===== config.mk =====
export PLATFORM = sky130hd
export DESIGN_NAME = sipo
export DESIGN_NICKNAME = d
export VERILOG_FILES = /design/src/rtl/sipo.sv
export SDC_FILE = /design/constraint.sdc
export NUM_CORES = 1
export LEC_CHECK = 0
export BUFFER_PORTS_ARGS = -buffer_cell sky130_fd_sc_hd__buf_2
export CAP_MARGIN = 30
export CORE_MARGIN = 1
export CORE_UTILIZATION = 49
export DETAILED_ROUTE_END_ITERATION = 12
export GPL_TIMING_DRIVEN = 0
export PLACE_DENSITY_LB_ADDON = 0.12
export SLEW_MARGIN = 10
export SYNTH_ARGS = -nofsm -noshare
export SYNTH_HDL_FRONTEND = slang
export SYNTH_SLANG_ARGS = --single-unit
export TNS_END_PERCENT = 100

===== constraint.sdc =====
create_clock -name i_clk -period 1.3 [get_ports i_clk]
set_input_delay 0.13 -clock i_clk [delete_from_list [all_inputs] [get_ports i_clk]]
set_output_delay 0.13 -clock i_clk [all_outputs]
set_load 0.005 [all_outputs]

===== src/rtl/sipo.sv =====
// -----------------------------------------------------------------------------
// sipo: serial-in / parallel-out word assembler.
//
// Chunks of IN_WIDTH bits arrive MSB chunk first and are collected in an
// assembly buffer. When the last chunk of a word is accepted, the whole word
// moves to a held output register. The assembly buffer can already take the
// next word while the previous word waits for the consumer.
//
// Ports:
//   i_clk     sole clock, rising edge
//   i_rst_n   synchronous active-low reset
//   i_flush   synchronous discard of the partial word and the held word
//   i_data    serial chunk (IN_WIDTH)
//   i_valid   i_data is valid
//   o_ready   chunk is accepted this cycle when i_valid && o_ready
//   o_data    assembled word (OUT_WIDTH)
//   o_valid   o_data holds a complete word
//   i_ready   consumer takes the word when o_valid && i_ready
//   o_busy    assembly buffer holds a partial word
// -----------------------------------------------------------------------------
module sipo #(
    parameter int IN_WIDTH  = 8,
    parameter int N_CHUNKS  = 4,
    parameter int OUT_WIDTH = IN_WIDTH * N_CHUNKS
) (
    input  logic                 i_clk,
    input  logic                 i_rst_n,
    input  logic                 i_flush,
    input  logic [IN_WIDTH-1:0]  i_data,
    input  logic                 i_valid,
    output logic                 o_ready,
    output logic [OUT_WIDTH-1:0] o_data,
    output logic                 o_valid,
    input  logic                 i_ready,
    output logic                 o_busy
);
    localparam int IDX_W = (N_CHUNKS > 1) ? $clog2(N_CHUNKS) : 1;
    localparam logic [IDX_W-1:0] LAST = IDX_W'(N_CHUNKS - 1);

    // Slot N_CHUNKS-1 is the MSB chunk, so chunk k lands in slot LAST-k.
    logic [N_CHUNKS-1:0][IN_WIDTH-1:0] asm_q;
    logic [N_CHUNKS-1:0][IN_WIDTH-1:0] word;
    logic [IDX_W-1:0]                  idx_q;

    logic clr, last, accept, complete;

    assign clr      = ~i_rst_n | i_flush;
    assign last     = (idx_q == LAST);
    // The last chunk can only go in if the output register is free or is
    // being drained this very cycle; earlier chunks never touch it.
    assign o_ready  = ~clr & ~(last & o_valid & ~i_ready);
    assign accept   = i_valid & o_ready;
    assign complete = accept & last;
    assign o_busy   = (idx_q != '0);

    // Completed word: the buffered chunks plus the chunk arriving now.
    always_comb begin
        word    = asm_q;
        word[0] = i_data;
    end

    always_ff @(posedge i_clk) begin
        if (clr) begin
            idx_q   <= '0;
            asm_q   <= '0;
            o_data  <= '0;
            o_valid <= 1'b0;
        end else begin
            if (accept) begin
                if (last) begin
                    idx_q  <= '0;
                    asm_q  <= '0;
                    o_data <= word;
                end else begin
                    asm_q[LAST - idx_q] <= i_data;
                    idx_q               <= idx_q + IDX_W'(1);
                end
            end
            // A completion replaces the word being handed off, so valid stays up.
            if (complete)
                o_valid <= 1'b1;
            else if (o_valid && i_ready)
                o_valid <= 1'b0;
        end
    end
endmodule


==> impl_metrics.py, run 1 <==
metrics = {
    "detailed_routing": {
        "drcViolationCount": 0,
        "vias": 2473,
        "route.final.wire_length_mm": 7.94,
        "detailedRoute.firstPassIterationCount": 5,
        "first_iter_violations": 202,
        "drt-vias-per-instance": 6.36,
        "wl_per_cell_um": 20.4,
        "ant_nets": 0,
    },
    "cells_and_area": {
        "post_route_cells_drive_above_1_share_pct": 52.8,
        "n_fill_cell": 273,
        "final_util_pct": 82.4,
        "final_net_count": 334,
        "finalNonFillerCells": 389,
        "diodes": 0,
        "multi_input_area_mm2": 0.00155,
        "layout.cells.most_common": "sky130_fd_sc_hd__dfxtp_1",
        "areaGrowthSynthToFinish_pct": 60.7,
        "mostFrequentLayoutCells": "56 x sky130_fd_sc_hd__dfxtp_1, 49 x sky130_fd_sc_hd__buf_2, 32 x sky130_fd_sc_hd__nand4_1",
        "seqCellArea_mm2": 0.00119,
    },
    "hold_path": {
        "holdCritPathClass": "in2reg",
        "sink_of_the_worst_hold_path": "asm_q[17]",
        "worst_hold_startpoint": "i_data[1]",
        "worst_hold_path.num_cells": 2,
    },
    "place": {
        "post-place-ws_ns": -0.178,
        "dp_hpwl_mm": 4.12,
        "routabilityCongestion": 0.768,
        "port_buffers": 47,
        "numPlacedInstances": 353,
    },
    "setup_path": {
        "critPathRequiredTime_ns": 1.17,
        "rr_endpoint": "o_data[24]",
        "regToRegStartpoint": "idx_q[0]",
        "cp_max_fo": 10,
        "worstSetupStartpointType": "flip-flop",
        "r2r_cells": 7,
        "timing.setup.critical_path_class": "reg2out",
        "setup.reg_to_reg.worst_slack_ns": -0.13,
        "crit_path_end_kind": "primary output",
        "cp.arrival_ns": 1.35,
    },
    "grt": {
        "grt_first_pass_wirelength_mm": 11.4,
        "grt_usage_pct": 28.9,
        "grt_overflow": 0,
        "vias_in_the_first_global_route": 2275,
        "antenna_violations_before_repair": 0,
        "pin_count_of_the_biggest_net_entering_global_routing": 11,
    },
    "sta": {
        "slew_headroom_pct": 61.6,
        "grt_setup_unrepaired": "yes",
        "fin_setup_tns_ns": -4.22,
        "clock.fmax_mhz": 677,
        "period_minus_slack_ns": 1.48,
        "final-hold-violation-count": 0,
        "finalWorstSetupSlack_ns": -0.177,
        "timing.final.crit_share_pct": 114,
        "timing_worst_slew_pin_value_ns": 0.575,
        "setup_viol": 56,
        "timing.clock.skew_ns": 0.00592,
        "maxSlewViolCount": 0,
    },
    "clock_network": {
        "clock_latency_ns": 0.34,
        "clk_pin_slew_ns": 0.07,
        "cts_tree": "yes",
        "clockRootBuffer": "sky130_fd_sc_hd__clkbuf_8",
        "hold_buffers": 0,
        "clock_path_buffers": 2,
        "cts_sinks": 59,
        "cts_buffer_count": 9,
        "htree_num_levels": 3,
    },
    "synthesis": {
        "synth_largest_type_area_fraction_pct": 48.1,
        "netlist_top_cells_area": "sky130_fd_sc_hd__dfxtp_1 48%, sky130_fd_sc_hd__o31ai_1 9.8%, sky130_fd_sc_hd__nand4_1 8.2%, sky130_fd_sc_hd__a21oi_1 7.3%, sky130_fd_sc_hd__a32o_1 6.5%",
        "syn-num-nets": 256,
        "synthesis.instances": 239,
        "synth_area_per_inst_um2": 10.3,
        "postSynthRegisterBits": 59,
        "synth_top_area_cell": "sky130_fd_sc_hd__dfxtp_1",
        "post_synth_instance_area_mm2": 0.00245,
        "yosys.cell_types.count": 26,
        "synth_warnings": 0,
        "seq_area_frac_synth_pct": 48.1,
    },
    "power": {
        "total_power_w": 0.00411,
        "p_leak_nw": 1.45,
        "irDropWorstVdd_uv": 768,
        "power_per_cell_area_mw_per_mm2": 1040,
    },
    "floorplanning": {
        "floorplan.die.height_um": 72.8,
        "fp.dieArea_mm2": 0.00530,
        "floorplan.core_area_mm2": 0.00479,
        "design.portCount": 48,
        "floorplan.initialDensity_pct": 51.3,
        "placement_rows": 25,
        "die_width_um": 72.8,
    },
    "outcome": {
        "outcome": "finished, violations left",
        "failed_checks": "setup timing",
    },
    "run": {
        "max-cap-violations": 0,
    },
}
-- logic make-up (layout without fill, tap and decap cells) --
group / after synthesis / count (layout) / synth area share, %
AO/OA/AOI/OAI: 97 / 97 / 29.7
flip-flops: 59 / 59 / 48.1
adder cells (fa/ha/maj): 4 / 4 / 2.04
AND/OR/NAND/NOR: 45 / 45 / 12.8
buffers and inverters: 34 / 117 / 7.34
-- routing by layer --
layer  GRT usage (%)  vias to the layer above  share of wire (%)
met2            43.4                       99                 50
li1                -                     1113                  -
met5               0                        -                  0
met4            11.5                        0                1.6
met1            41.0                     1245                 44
met3            5.25                       16                4.7
-- critical path: stages, from the launching register on --
cell and delay, ns:
sky130_fd_sc_hd__dfxtp_4 0.35, sky130_fd_sc_hd__nor2b_4 0.22, sky130_fd_sc_hd__buf_8 0.21, sky130_fd_sc_hd__a21oi_2 0.07
sky130_fd_sc_hd__buf_2 0.14
-- flip-flops by register name, summed over array words and instances (netlist names) --
signal and flops:
asm_q 24, idx_q 2, o_data 32, o_valid 1
-- report_power, final --
part | leakage (nW) | internal (W) | total, W | switching, W
clock network | 0.123 | 0.00132 | 0.00207 | 0.000749
logic | 0.846 | 0.0000739 | 0.000221 | 0.000147
registers | 0.478 | 0.00181 | 0.00182 | 0.00000906
total | 1.45 | 0.00321 | 0.00411 | 0.000905
-- through the flow --
stage,instance area [um^2],hold WS [ns]
finish,3940,0.0793
global route,3940,0.0785
CTS,3560,0.0691
detailed placement,2800,0.418
global placement,2800,0.420
floorplan,2480,0.256
-- cells in the mapped netlist --
| library cell | instances |
|---|---|
| sky130_fd_sc_hd__inv_2 | 1 |
| sky130_fd_sc_hd__inv_1 | 4 |
| sky130_fd_sc_hd__nor3_1 | 1 |
| sky130_fd_sc_hd__buf_6 | 4 |
| sky130_fd_sc_hd__dfxtp_1 | 59 |
| sky130_fd_sc_hd__ha_1 | 4 |
| sky130_fd_sc_hd__o31ai_1 | 32 |
| sky130_fd_sc_hd__nor2_1 | 1 |
| sky130_fd_sc_hd__nand3_1 | 1 |
| sky130_fd_sc_hd__a22o_1 | 8 |
| sky130_fd_sc_hd__a32o_1 | 16 |
| sky130_fd_sc_hd__buf_2 | 15 |
| sky130_fd_sc_hd__nand4_1 | 32 |
| sky130_fd_sc_hd__a21oi_1 | 36 |
| sky130_fd_sc_hd__o211ai_4 | 2 |
| sky130_fd_sc_hd__a21o_1 | 2 |
| sky130_fd_sc_hd__buf_4 | 1 |
| sky130_fd_sc_hd__a31oi_4 | 1 |
| sky130_fd_sc_hd__clkbuf_1 | 9 |
| sky130_fd_sc_hd__nand3b_4 | 1 |
| sky130_fd_sc_hd__nand2b_1 | 2 |
| sky130_fd_sc_hd__nor4_4 | 1 |
| sky130_fd_sc_hd__and3b_2 | 1 |
| sky130_fd_sc_hd__nand3b_2 | 1 |
| sky130_fd_sc_hd__and3_1 | 2 |
| sky130_fd_sc_hd__nor2b_1 | 2 |
-- how the worst max path moves through the flow --
stage | slack (ns) | cells after the start | end | start
floorplan | 0.005 | 5 | asm_q[10] | idx_q[0]
global placement | -0.14 | 5 | o_data[14] | idx_q[0]
detailed placement | -0.18 | 5 | o_data[20] | idx_q[1]
CTS | -0.16 | 5 | o_ready | idx_q[1]
global route | -0.23 | 4 | o_ready | o_valid
finish | -0.18 | 4 | o_ready | o_valid
-- final cells by class --
cell class	instances	share of cell area, %
Buffer	27	7.01
Clock buffer	11	3.59
Clock inverter	5	2.54
Inverter	5	0.920
Multi-Input combinational cell	146	39.3
Sequential cell	59	30.2
Tap cell	67	2.13
Timing Repair Buffer	69	14.3
-- what timing repair did --
action,CTS,global route
cloned,3,3
pin swaps,35,45
setup buffers,14,3
resized for setup,86,66
endpoints found under the setup margin,56,59
(Power assumes the default switching activity.)
==> run 2: changes to the inputs <==
--- a/config.mk
+++ b/config.mk
@@ -6,12 +6,13 @@
 export NUM_CORES = 1
 export LEC_CHECK = 0
 export BUFFER_PORTS_ARGS = -buffer_cell sky130_fd_sc_hd__buf_2
-export CAP_MARGIN = 30
+export CELL_PAD_IN_SITES_DETAIL_PLACEMENT = 1
+export CELL_PAD_IN_SITES_GLOBAL_PLACEMENT = 1
 export CORE_MARGIN = 1
-export CORE_UTILIZATION = 49
+export CORE_UTILIZATION = 38
 export DETAILED_ROUTE_END_ITERATION = 12
 export GPL_TIMING_DRIVEN = 0
-export PLACE_DENSITY_LB_ADDON = 0.12
+export PLACE_DENSITY_LB_ADDON = 0.1
 export SLEW_MARGIN = 10
 export SYNTH_ARGS = -nofsm -noshare
 export SYNTH_HDL_FRONTEND = slang
==> run 2 against run 1 <==
  * The run still ends with setup timing left
  * Sequential power hardly changed
  * Highest routed layer unchanged
  * Largest cell class unchanged
  * Clock-buffer cell count stayed put
  * Cell count is 1.3% higher
  * Combinational power is 7% lower
  * Critical endpoint unchanged
==> impl_metrics.py, run 2 (synthesis gave the netlist of run 1 again) <==
metrics = {
    "outcome": {
        "outcome": "finished, violations left",
        "failed_checks": "setup timing",
    },
    "sta": {
        "finalWorstSetupSlack_ns": -0.169,
        "period_minus_slack_ns": 1.47,
        "maxSlewViolCount": 0,
        "setup_viol": 56,
        "grt_setup_unrepaired": "yes",
        "slew_headroom_pct": 26.5,
        "timing.final.crit_share_pct": 113,
        "final-hold-violation-count": 0,
        "clock.fmax_mhz": 681,
        "fin_setup_tns_ns": -4.30,
        "timing_worst_slew_pin_value_ns": 1.10,
        "timing.clock.skew_ns": 0.00945,
    },
    "setup_path": {
        "crit_path_cell_trace": "ha_4, buf_12, buf_8, a21oi_2, buf_2",
        "cp.arrival_ns": 1.34,
        "crit_path_end_kind": "primary output",
        "buf_inv_on_cp": 3,
        "timing.setup.critical_path_class": "reg2out",
        "r2r_cells": 5,
        "worstSetupStartpointType": "flip-flop",
        "critical_path.endpoint": "o_ready",
        "largest_incremental_delay_on_the_critical_path_ns": 0.37,
        "rr_endpoint": "asm_q[10]",
        "path_delay_family": "flip-flops",
        "setup.reg_to_reg.worst_slack_ns": -0.10,
        "cp_max_fo": 4,
        "critPathRequiredTime_ns": 1.17,
        "startpoint": "idx_q[0]",
        "regToRegStartpoint": "idx_q[0]",
        "cp.depth": 5,
        "slowest_stage": "sky130_fd_sc_hd__dfxtp_4",
    },
    "place": {
        "placedInstanceArea_mm2": 0.00281,
        "dp_hpwl_mm": 4.85,
        "port_buffers": 47,
        "routabilityCongestion": 0.768,
        "numPlacedInstances": 361,
    },
    "power": {
        "cellInternalPower_w": 0.00281,
        "combPwrFrac_pct": 5.5,
        "power_frac_clock_pct": 45.3,
        "netSwitchingPower_w": 0.000902,
        "power_per_cell_area_mw_per_mm2": 1000,
        "p_leak_nw": 1.37,
        "switching_share_pct": 24.3,
        "irDropWorstVdd_uv": 642,
        "power.sequential.fraction_pct": 49.2,
        "total_power_w": 0.00371,
    },
    "grt": {
        "grt_usage_pct": 25.3,
        "vias_in_the_first_global_route": 2317,
        "pin_count_of_the_biggest_net_entering_global_routing": 11,
        "antenna_violations_before_repair": 0,
        "grt_first_pass_wirelength_mm": 12.4,
        "grt_overflow": 0,
    },
    "floorplanning": {
        "placement_rows": 28,
        "fp.dieArea_mm2": 0.00679,
        "design.portCount": 48,
        "floorplan.core_area_mm2": 0.00606,
        "floorplan.die.height_um": 82.4,
        "floorplan.initialDensity_pct": 40.5,
        "die_width_um": 82.4,
    },
    "cells_and_area": {
        "registers.top_by_ff_count": "o_data",
        "reg.largest.list": "o_data x32, asm_q x24, idx_q x2",
        "post_route_cells_drive_above_1_share_pct": 49.8,
        "areaGrowthSynthToFinish_pct": 51.0,
        "postLayoutCellArea_mm2": 0.00371,
        "final_net_count": 331,
        "finalNonFillerCells": 394,
        "diodes": 0,
        "largest_register_ff_count": 32,
        "layout.cells.most_common": "sky130_fd_sc_hd__dfxtp_1",
        "mostFrequentLayoutCells": "56 x sky130_fd_sc_hd__dfxtp_1, 51 x sky130_fd_sc_hd__buf_2, 32 x sky130_fd_sc_hd__nand4_1",
    },
    "detailed_routing": {
        "ant_nets": 0,
        "first_iter_violations": 123,
        "vias": 2357,
        "drt-vias-per-instance": 5.98,
        "detailedRoute.firstPassIterationCount": 4,
        "route.final.wire_length_mm": 8.34,
        "drcViolationCount": 0,
        "wl_per_cell_um": 21.2,
    },
    "run": {
        "max-cap-violations": 0,
    },
    "clock_network": {
        "clockRootBuffer": "sky130_fd_sc_hd__clkbuf_8",
        "clk_pin_slew_ns": 0.07,
        "cts_buffer_count": 9,
        "clock_latency_ns": 0.34,
        "cts_tree": "yes",
        "clock_path_buffers": 2,
        "htree_num_levels": 3,
        "cts_sinks": 59,
    },
    "hold_path": {
        "holdCritPathClass": "in2reg",
    },
}
-- run 2: changes by cell type in the layout (fill, tap and decap cells not counted), sizes merged --
cell,delta
buf,-2
bufinv,-2
bufbuf,-1
clkinv,+1
clkinvlp,+1
-- run 2: worst reg2reg max path, delay by kind of cell (launching register included) --
family / cells / cell delay (ns)
compound gates: 2 / 0.53
flops: 1 / 0.37
buf+inv: 2 / 0.27
fa+ha+maj: 1 / 0.18
-- run 2: metal layers --
metal / vias up / global-route usage (%) / part of all wire (%)
li1: 1100 / - / -
met1: 1187 / 32.9 / 46
met2: 55 / 40.8 / 49
met3: 15 / 5.82 / 3.2
met4: 0 / 9.12 / 1.7
met5: - / 0 / 0
-- run 2: power by group through the flow --
| stage | clock (W) | combinational, W | sequential (W) |
|---|---|---|---|
| after floorplan | 0 | 0.0000991 | 0.00187 |
| after global placement | 0 | 0.000176 | 0.00187 |
| after detailed placement | 0 | 0.000176 | 0.00187 |
| after CTS | 0.00170 | 0.000193 | 0.00182 |
| after global routing | 0.00179 | 0.000218 | 0.00182 |
| final | 0.00168 | 0.000205 | 0.00182 |
-- run 2: how the worst min path moves through the flow --
stage | startpoint | to | slack, ns | cells after the start
6_report | i_data[6] | asm_q[30] | 0.1 | 2
3_5_place_dp | i_data[4] | asm_q[20] | 0.43 | 2
2_1_floorplan | i_data[0] | asm_q[24] | 0.26 | 1
3_3_place_gp | i_data[3] | asm_q[19] | 0.43 | 2
4_1_cts | i_data[4] | asm_q[28] | 0.08 | 2
5_1_grt | i_data[1] | asm_q[25] | 0.08 | 2
-- run 2: what timing repair did --
| item | in CTS | in global routing |
|---|---|---|
| hold buffers | 0 | 0 |
| setup endpoints to repair | 57 | 58 |
| gates cloned | 2 | 2 |
| resized for setup | 79 | 39 |
| pin swaps | 25 | 31 |
| buffers inserted | 10 | 5 |
-- run 2: final cells by class --
class | count | area [um^2]
plain buffers | 27 | 294
inverters | 5 | 26.3
clock inverters | 5 | 52.6
repair buffers | 66 | 437
fillers | 637 | 2350
well taps | 75 | 93.8
clock buffers | 11 | 141
multi-input cells | 146 | 1470
flip-flops and latches | 59 | 1190
-- run 2: per-stage QoR --
stage          worst slack [ns]  hold WS, ns  utilization, %
6_report                 -0.169       0.0951            61.2
5_1_grt                  -0.208       0.0817            61.2
4_1_cts                  -0.187       0.0777            56.8
3_5_place_dp             -0.211        0.432            46.4
3_3_place_gp             -0.208        0.432            46.4
2_1_floorplan           0.00462        0.256               -
